**src/rtl/sel_pkg.sv**
```systemverilog
// Shared definitions for the operand selector: buffer-state encoding, the
// per-result flag record and the out-of-range select test.
`timescale 1ns/1ps
package sel_pkg;

  localparam logic [1:0] EMPTY = 2'd0;
  localparam logic [1:0] ONE   = 2'd1;
  localparam logic [1:0] TWO   = 2'd2;

  // Flags stored alongside each buffered result; data width is set per instance.
  typedef struct packed {
    logic zero;
    logic err;
  } sel_flags_t;

  function automatic logic sel_out_of_range(input int unsigned sel, input int unsigned num_in);
    return sel >= num_in;
  endfunction

endpackage

```
**src/rtl/sel_mux_core.sv**
```systemverilog
// Combinational N-way operand selection with conditional "take alternate when
// channel 0 is zero" mode, zero flag and out-of-range select flag.
`timescale 1ns/1ps
module sel_mux_core
  import sel_pkg::*;
#(
  parameter int WIDTH  = 16,
  parameter int NUM_IN = 2
) (
  input  logic [NUM_IN*WIDTH-1:0]    din,
  input  logic [$clog2(NUM_IN)-1:0]  sel,
  input  logic                       cond_en,
  output logic [WIDTH-1:0]           value,
  output logic                       zero,
  output logic                       err
);

  localparam int SEL_W = $clog2(NUM_IN);

  logic [WIDTH-1:0] ch0;
  logic [WIDTH-1:0] picked;
  logic             sel_oob;
  logic             take_ch0;

  assign ch0 = din[WIDTH-1:0];

  // NOTE: every variable written in always_comb gets a default first, so no
  // path through the block leaves it unassigned and no latch is inferred.
  always_comb begin
    picked = '0;
    for (int k = 0; k < NUM_IN; k++) begin
      if (sel == SEL_W'(k)) picked = din[k*WIDTH +: WIDTH];
    end
  end

  assign sel_oob  = sel_out_of_range(32'(sel), NUM_IN);
  assign take_ch0 = cond_en && (ch0 != '0);

  always_comb begin
    value = '0;
    if (take_ch0)      value = ch0;
    else if (!sel_oob) value = picked;
  end

  // A non-zero channel 0 in conditional mode masks any bad select.
  assign err  = !take_ch0 && sel_oob;
  assign zero = (value == '0);

endmodule

```
**src/rtl/sel_mux_pipe.sv**
```systemverilog
// Operand selector with a registered valid/ready output stage backed by a
// 2-entry skid buffer; in_ready depends only on buffer state.
`timescale 1ns/1ps
module sel_mux_pipe
  import sel_pkg::*;
#(
  parameter int WIDTH  = 16,
  parameter int NUM_IN = 2
) (
  input  logic                       clk,
  input  logic                       rst,
  input  logic                       in_valid,
  output logic                       in_ready,
  input  logic [NUM_IN*WIDTH-1:0]    din,
  input  logic [$clog2(NUM_IN)-1:0]  sel,
  input  logic                       cond_en,
  output logic                       out_valid,
  input  logic                       out_ready,
  output logic [WIDTH-1:0]           out_data,
  output logic                       out_zero,
  output logic                       out_err
);

  typedef struct packed {
    logic [WIDTH-1:0] data;
    sel_flags_t       flags;
  } entry_t;

  logic [1:0]       state_q, state_d;
  entry_t           main_q, main_d;
  entry_t           skid_q, skid_d;
  entry_t           new_entry;
  logic [WIDTH-1:0] cand_data;
  logic             cand_zero;
  logic             cand_err;
  logic             accept;
  logic             emit;

  sel_mux_core #(
    .WIDTH  (WIDTH),
    .NUM_IN (NUM_IN)
  ) u_core (
    .din     (din),
    .sel     (sel),
    .cond_en (cond_en),
    .value   (cand_data),
    .zero    (cand_zero),
    .err     (cand_err)
  );

  assign new_entry = {cand_data, cand_zero, cand_err};

  assign in_ready  = (state_q != TWO);
  assign out_valid = (state_q != EMPTY);
  assign accept    = in_valid && in_ready;
  assign emit      = out_valid && out_ready;

  always_comb begin
    state_d = state_q;
    main_d  = main_q;
    skid_d  = skid_q;
    case (state_q)
      EMPTY: begin
        if (accept) begin
          main_d  = new_entry;
          state_d = ONE;
        end
      end
      ONE: begin
        if (accept && emit) begin
          main_d = new_entry;
        end else if (accept) begin
          skid_d  = new_entry;
          state_d = TWO;
        end else if (emit) begin
          state_d = EMPTY;
        end
      end
      TWO: begin
        if (emit) begin
          main_d  = skid_q;
          state_d = ONE;
        end
      end
      default: state_d = EMPTY;
    endcase
  end

  // NOTE: sequential state uses non-blocking assignments so every flop samples
  // the pre-edge values regardless of statement order.
  always_ff @(posedge clk) begin
    if (rst) begin
      state_q <= EMPTY;
      main_q  <= '0;
    end else begin
      state_q <= state_d;
      main_q  <= main_d;
    end
  end

  // NOTE: skid contents need no reset; they are only read after a fresh load
  // moves the buffer to TWO, and state_q alone marks the entry as valid.
  always_ff @(posedge clk) begin
    skid_q <= skid_d;
  end

  assign out_data = main_q.data;
  assign out_zero = main_q.flags.zero;
  assign out_err  = main_q.flags.err;

endmodule

```
**config.mk**
```make
export PLATFORM = sky130hd
export DESIGN_NAME = sel_mux_pipe
export DESIGN_NICKNAME = d
export VERILOG_FILES = /design/src/rtl/sel_pkg.sv /design/src/rtl/sel_mux_core.sv /design/src/rtl/sel_mux_pipe.sv
export SDC_FILE = /design/constraint.sdc
export NUM_CORES = 1
export LEC_CHECK = 0
export BUFFER_PORTS_ARGS = -buffer_cell sky130_fd_sc_hd__buf_2
export CAP_MARGIN = 20
export CORE_MARGIN = 1.5
export CORE_UTILIZATION = 51
export CTS_CLUSTER_SIZE = 28
export DETAILED_ROUTE_END_ITERATION = 12
export GPL_TIMING_DRIVEN = 0
export PLACE_DENSITY = 0.79
export SLEW_MARGIN = 0
export SYNTH_ARGS = -nofsm -noshare
export SYNTH_HDL_FRONTEND = slang
export SYNTH_SLANG_ARGS = --single-unit
```
**constraint.sdc**
```tcl
create_clock -name clk -period 2.81 [get_ports clk]
set_input_delay 0.562 -clock clk [delete_from_list [all_inputs] [get_ports clk]]
set_output_delay 0.562 -clock clk [all_outputs]
set_load 0.005 [all_outputs]
```
* Word level (Yosys, flattened, before mapping) *
Cells that the tools add are included.

storage, ports and cells
  ROM bits = 0
  word-level logic and storage cells = 39
  output and inout bits = 20
  bits in registers = 37
  bits of input ports = 38
  memory bits (writable) = 0
  memories kept = 0
  bits in latches = 0

cells by class
  reduce and logical (&&, ||, !) cells = 12
  bitwise operators = 1
  mux-type cells = 12
  $add $sub $neg = 0
  magnitude comparators = 0
  equality and inequality tests = 8
  shifts and indexed selects = 0
  multiply operators = 0
  div/mod/pow operators = 0

operator list
  operator                                             number
  two-way mux 18 bit                                   3
  one-hot mux 18 bit (3 select lines)                  1
  two-way mux 16 bit                                   2
  logical NOT 16 bit                                   1
  nonzero test 16 bit                                  1
  two-way mux 2 bit                                    5
  != test 2 bit, second input constant                 5
  AND reduction 4 bit                                  2
  one-hot mux 2 bit (3 select lines)                   1
  logical AND 1 bit                                    4
  != test 3 bit, second input constant                 1
  AND reduction 3 bit                                  1
  nonzero test 3 bit                                   1
  equality test 2 x 1 -> 1 bit, second input constant  1
  equality test 2 bit, second input constant           1
  logical NOT 2 bit                                    1
  nonzero test 2 bit                                   1
  inverter 1 bit                                       1

* Depth between registers and ports, before layout *
  word-level depth = 6
  mapped depth = 7
  mapped depth without buffers = 4

* Modules after synthesis *
Synthesis repeated with hierarchy kept, for this count alone.

second synthesis, totals
  cell total of the unflattened synthesis = 209
  area, all modules = 2,219.6 um^2

modules (own cells, without submodules)
  module        cells an instance  area an instance (um^2)  instances
  sel_mux_pipe  121                1,640.3                  1
  sel_mux_core  88                 579.3                    1

* Least setup slack after synthesis *
OpenSTA, ideal clock, no wires.

  path kind = input to register
  from = input in_valid
  to = register skid_q[10] (netlist bit), enable pin
  required time = 2.418 ns
  path slack = 0.666 ns
  stages = 4
  data arrival time = 1.752 ns
  cells stage by stage = nand2b_1 > clkbuf_1 > clkbuf_1 > nor2_1

on the way
  word-level cells in the longest chain between the ends = 4

ends and longest elaborated chain
  item                               RTL line             source
  start, declared                    sel_mux_pipe.sv:12   input logic in_valid,
  logical AND 1 bit (*)              sel_mux_pipe.sv:55   assign accept = in_valid && in_ready;
  logical AND 1 bit                  sel_mux_pipe.sv:70   if (accept && emit) begin
  inverter 1 bit (no line)           --
  AND reduction 3 bit (no line) (*)  --
  end signal, assigned               sel_mux_pipe.sv:104  skid_q <= skid_d;
  end, declared                      sel_mux_pipe.sv:31   entry_t skid_q, skid_d;

Every way passes the cells marked *; elsewhere a longest branch is shown, timed or not.
A chain may end at the register's enable or synchronous reset.

* Worst setup path after layout *
  from = register state_q[0]
  to = register main_q, in the netlist out_data[0]

on the way
  word-level cells in the longest chain between the ends = 5
  elaborated cells between the ends (all ways) = 14

ends and longest elaborated chain
  item                                                 RTL line                                source
  start, declared                                      sel_mux_pipe.sv:29                      logic [1:0] state_q, state_d;
  start signal, assigned                               sel_mux_pipe.sv:96                      state_q <= state_d;
  != test 2 bit or nonzero test 2 bit (tied branches)  sel_mux_pipe.sv:53, sel_mux_pipe.sv:54
  logical AND 1 bit, on equally long branches          sel_mux_pipe.sv:55, sel_mux_pipe.sv:56
  logical AND 1 bit                                    sel_mux_pipe.sv:70
  != test 2 bit (no line)                              --
  AND reduction 4 bit (no line)                        --
  end signal, assigned                                 sel_mux_pipe.sv:97                      main_q <= main_d;
  end, declared                                        sel_mux_pipe.sv:30                      entry_t main_q, main_d;

Several ways; a longest one is shown, not always the timed one.

==> results.md <==
* # setup viols final at 0
* Final min period at 2.18 ns
* Fill count at 317
* Pre-Repair DR Iteration Count at 4
* Power Dens Cells at 521 nW/um2
* Mapped Area at 1950 um2
* Seq cells post-synth at 36
* Final Skew at 0.00336 ns
* CTS tree: yes
* Core area at 3660 um2
* Fin Setup TNS at 0 ns
* Setup Buffers After CTS at 0
* Max-cap violations at 0
* Worst hold slack at 0.522 ns
* Top FF cell, synth: dfxtp_1
* Initial Util at 53.2%
* Gr ovfl total at 0
* F_max at 0.458 GHz
* Cell variety after synth at 37
* Diodes inserted at 0
* Crit Path Max Fanout at 10
* DRC Markers at 0
* Register area share after synthesis at 45.8%
* Setup CP Type: register to register
* Area leader, netlist: edfxtp_1
* Io pins at 58
* Avg WL per Cell at 17.5 um
* Max clock buf depth at 2
* Hold path depth at 2
* Status: finished, final reports clean
* Crit path DAT at 2.43 ns
* Mux contribution to synthesized area at 8.61%
* PortBufs at 55
* Number of synthesized flops with an enable pin at 17
* Syn-to-layout area delta at 23.8%
* Die area at 4200 um2
* Clock latency on the worst-skew pair at 0.30 ns
* Slew HR at 44.0%
* GP Congestion at 0.913
* Crit path buffers/inverters at 2
* CTS resizes at 0
* Post-Synth XOR/XNOR Area at 0%
* Syn Nets at 224
* Fin. max-slew vios at 0
* DRT Wirelength at 5200 um
* Period utilisation layout at 77.7%
* RSZ-0062 raised after global routing: no
* CP Data Required Time at 3.05 ns
* Initial DRC Count at 177
* # nets final at 287
* First-pass GRT wire length at 8370 um
* Reg-to-Reg End: out_data[0]$_SDFFE_PP0P_
* CP top delay family: simple AND/OR/NAND/NOR gates
* Leakage at 0.000955 uW
* Cts hold-fix bufs at 0
* Vias at 1768
* Largest net degree at the start of global routing at 19
* Std-Cell Rows at 22
* CP max stage delay at 0.68 ns
* Initial antenna violation count at 0
* Placed Instance Area at 2300 um2
* Hold Path Class: input port to register
* Hpwl dp at 3680 um
* Synth async-reset ratio at 0%
* CP Launch Type: register
* Syn Inst Count at 186
* Share of layout cells above drive strength 1 at 37.2%
* Area contributors post-synth: edfxtp_1 26%, dfxtp_1 20%, mux2_2 8.1%, a221o_1 7.2%, o211ai_1 5.4%
* Synth Area in Simple Gates at 17.3%
* Core Util, Final at 65.9%
* Reg-to-reg startpoint: state_q[0]$_SDFFE_PP0P_
* FF-to-FF path depth at 6
* Design area at 2410 um2
* Die W at 64.8 um
* Hold EP: out_data[3]$_SDFFE_PP0P_
* Synth cell count leaders: 20 x a21oi_1, 19 x dfxtp_1, 17 x edfxtp_1
* GR Util All Layers at 26.7%
* Synth Area in Compound Gates at 23.2%
* Die height at 64.8 um
* Worst-margin pin slew at 0.833 ns
* Root buffer cell: clkbuf_8
* Flop-to-flop setup slack at 0.63 ns
* Final hold vios at 0
* Sink Count at 36
* Largest family of logic cells by synthesized area: compound AO/OA/AOI/OAI gates
* Synth warn at 0
* Synthesized area per cell at 10.5 um2
* HP Start: din[19]
* Via density per instance at 5.93
* Final ANT Viol Nets at 0
* Max VDD drop at 329 uV
* Worst setup EP type: register
* Vias in the first global route at 1726
* Most frequent cell after synthesis: a21oi_1
* Pwr Total at 1260 uW
* Yosys top cell area share at 26.2%
* Adder-Cell Fraction of Synth Area at 0%
* CP max-delay cell: nor3_1
* CP Cell Sequence: nor2b_4 > buf_6 > nor3_1 > clkbuf_1 > and2_1 > a221o_1
* Clock transition at the registers of the reported paths at 0.08 ns
* Number of buffers created by CTS at 5
* # H-tree levels at 2
[logic make-up (layout without fill, tap and decap cells)]
kind of cell	Yosys count	in the layout
mux	15	15
simple gates	57	57
other cells	1	1
compound gates	59	59
buf+inv	18	82
flops	36	36
[layout by cell type, fill, tap and decap left out, types with 2 or more instances in the layout]
master     synthesis  final
buf_4              3      3
nor2_1             5      4
dfxtp_1           19     19
and2_1            14     14
o21a_1             2      2
and4b_1            3      3
edfxtp_1          17     17
a31o_2             2      2
mux2_2            14     14
clkbuf_1           8      8
buf_6              2      2
nand2b_1           3      3
nor4_1             8      8
a221o_1           14     14
o2bb2ai_1          3      3
clkbuf_8           0      5
inv_1              2      2
a21oi_1           20     20
nand2_1           14     14
buf_2              2     57
o211ai_1          14     14
[power breakdown]
group	switching, uW	internal [uW]
combinational	103	98.1
clock	199	262
sequential	14.9	579
total	317	940
[state kept, by name (all words and copies together), names as in the netlist]
signal / count
state_q: 2
out_data: 16
skid_q: 17
out_zero: 1
[how the worst max path moves through the flow]
stage / startpoint / end / depth (start not counted)
2_1_floorplan: in_valid / skid_q[10]$_DFFE_PP_ / 4
3_3_place_gp: in_valid / skid_q[15]$_DFFE_PP_ / 5
3_5_place_dp: in_valid / out_data[14]$_SDFFE_PP0P_ / 7
4_1_cts: state_q[0]$_SDFFE_PP0P_ / out_data[0]$_SDFFE_PP0P_ / 6
5_1_grt: state_q[0]$_SDFFE_PP0P_ / out_data[1]$_SDFFE_PP0P_ / 6
6_report: state_q[0]$_SDFFE_PP0P_ / out_data[0]$_SDFFE_PP0P_ / 6
[per-layer routing]
metal	GRT usage [%]	part of all wire, %	up-vias
li1	-	-	842
met5	0	0	-
met1	35.5	43	841
met4	9.57	1.7	0
met2	42.4	49	76
met3	6.25	6.6	9
[area by class of cell]
type	count	area, um2	share of cell area, %
clock buffers	5	68.8	2.85
well taps	48	60.1	2.49
repair buffers	56	290	12.0
plain buffers	16	88.8	3.68
inverters	2	7.51	0.311
clock inverters	3	42.5	1.76
multi-input cells	132	962	39.9
flip-flops and latches	36	891	36.9
[stage by stage]
step                cells  setup WS [ns]
finish                298          0.625
global route          298          0.457
CTS                   298          0.635
detailed placement    290          0.349
global placement      289         -0.103
floorplan             186          0.666
Power figures use the tool's default switching activity.
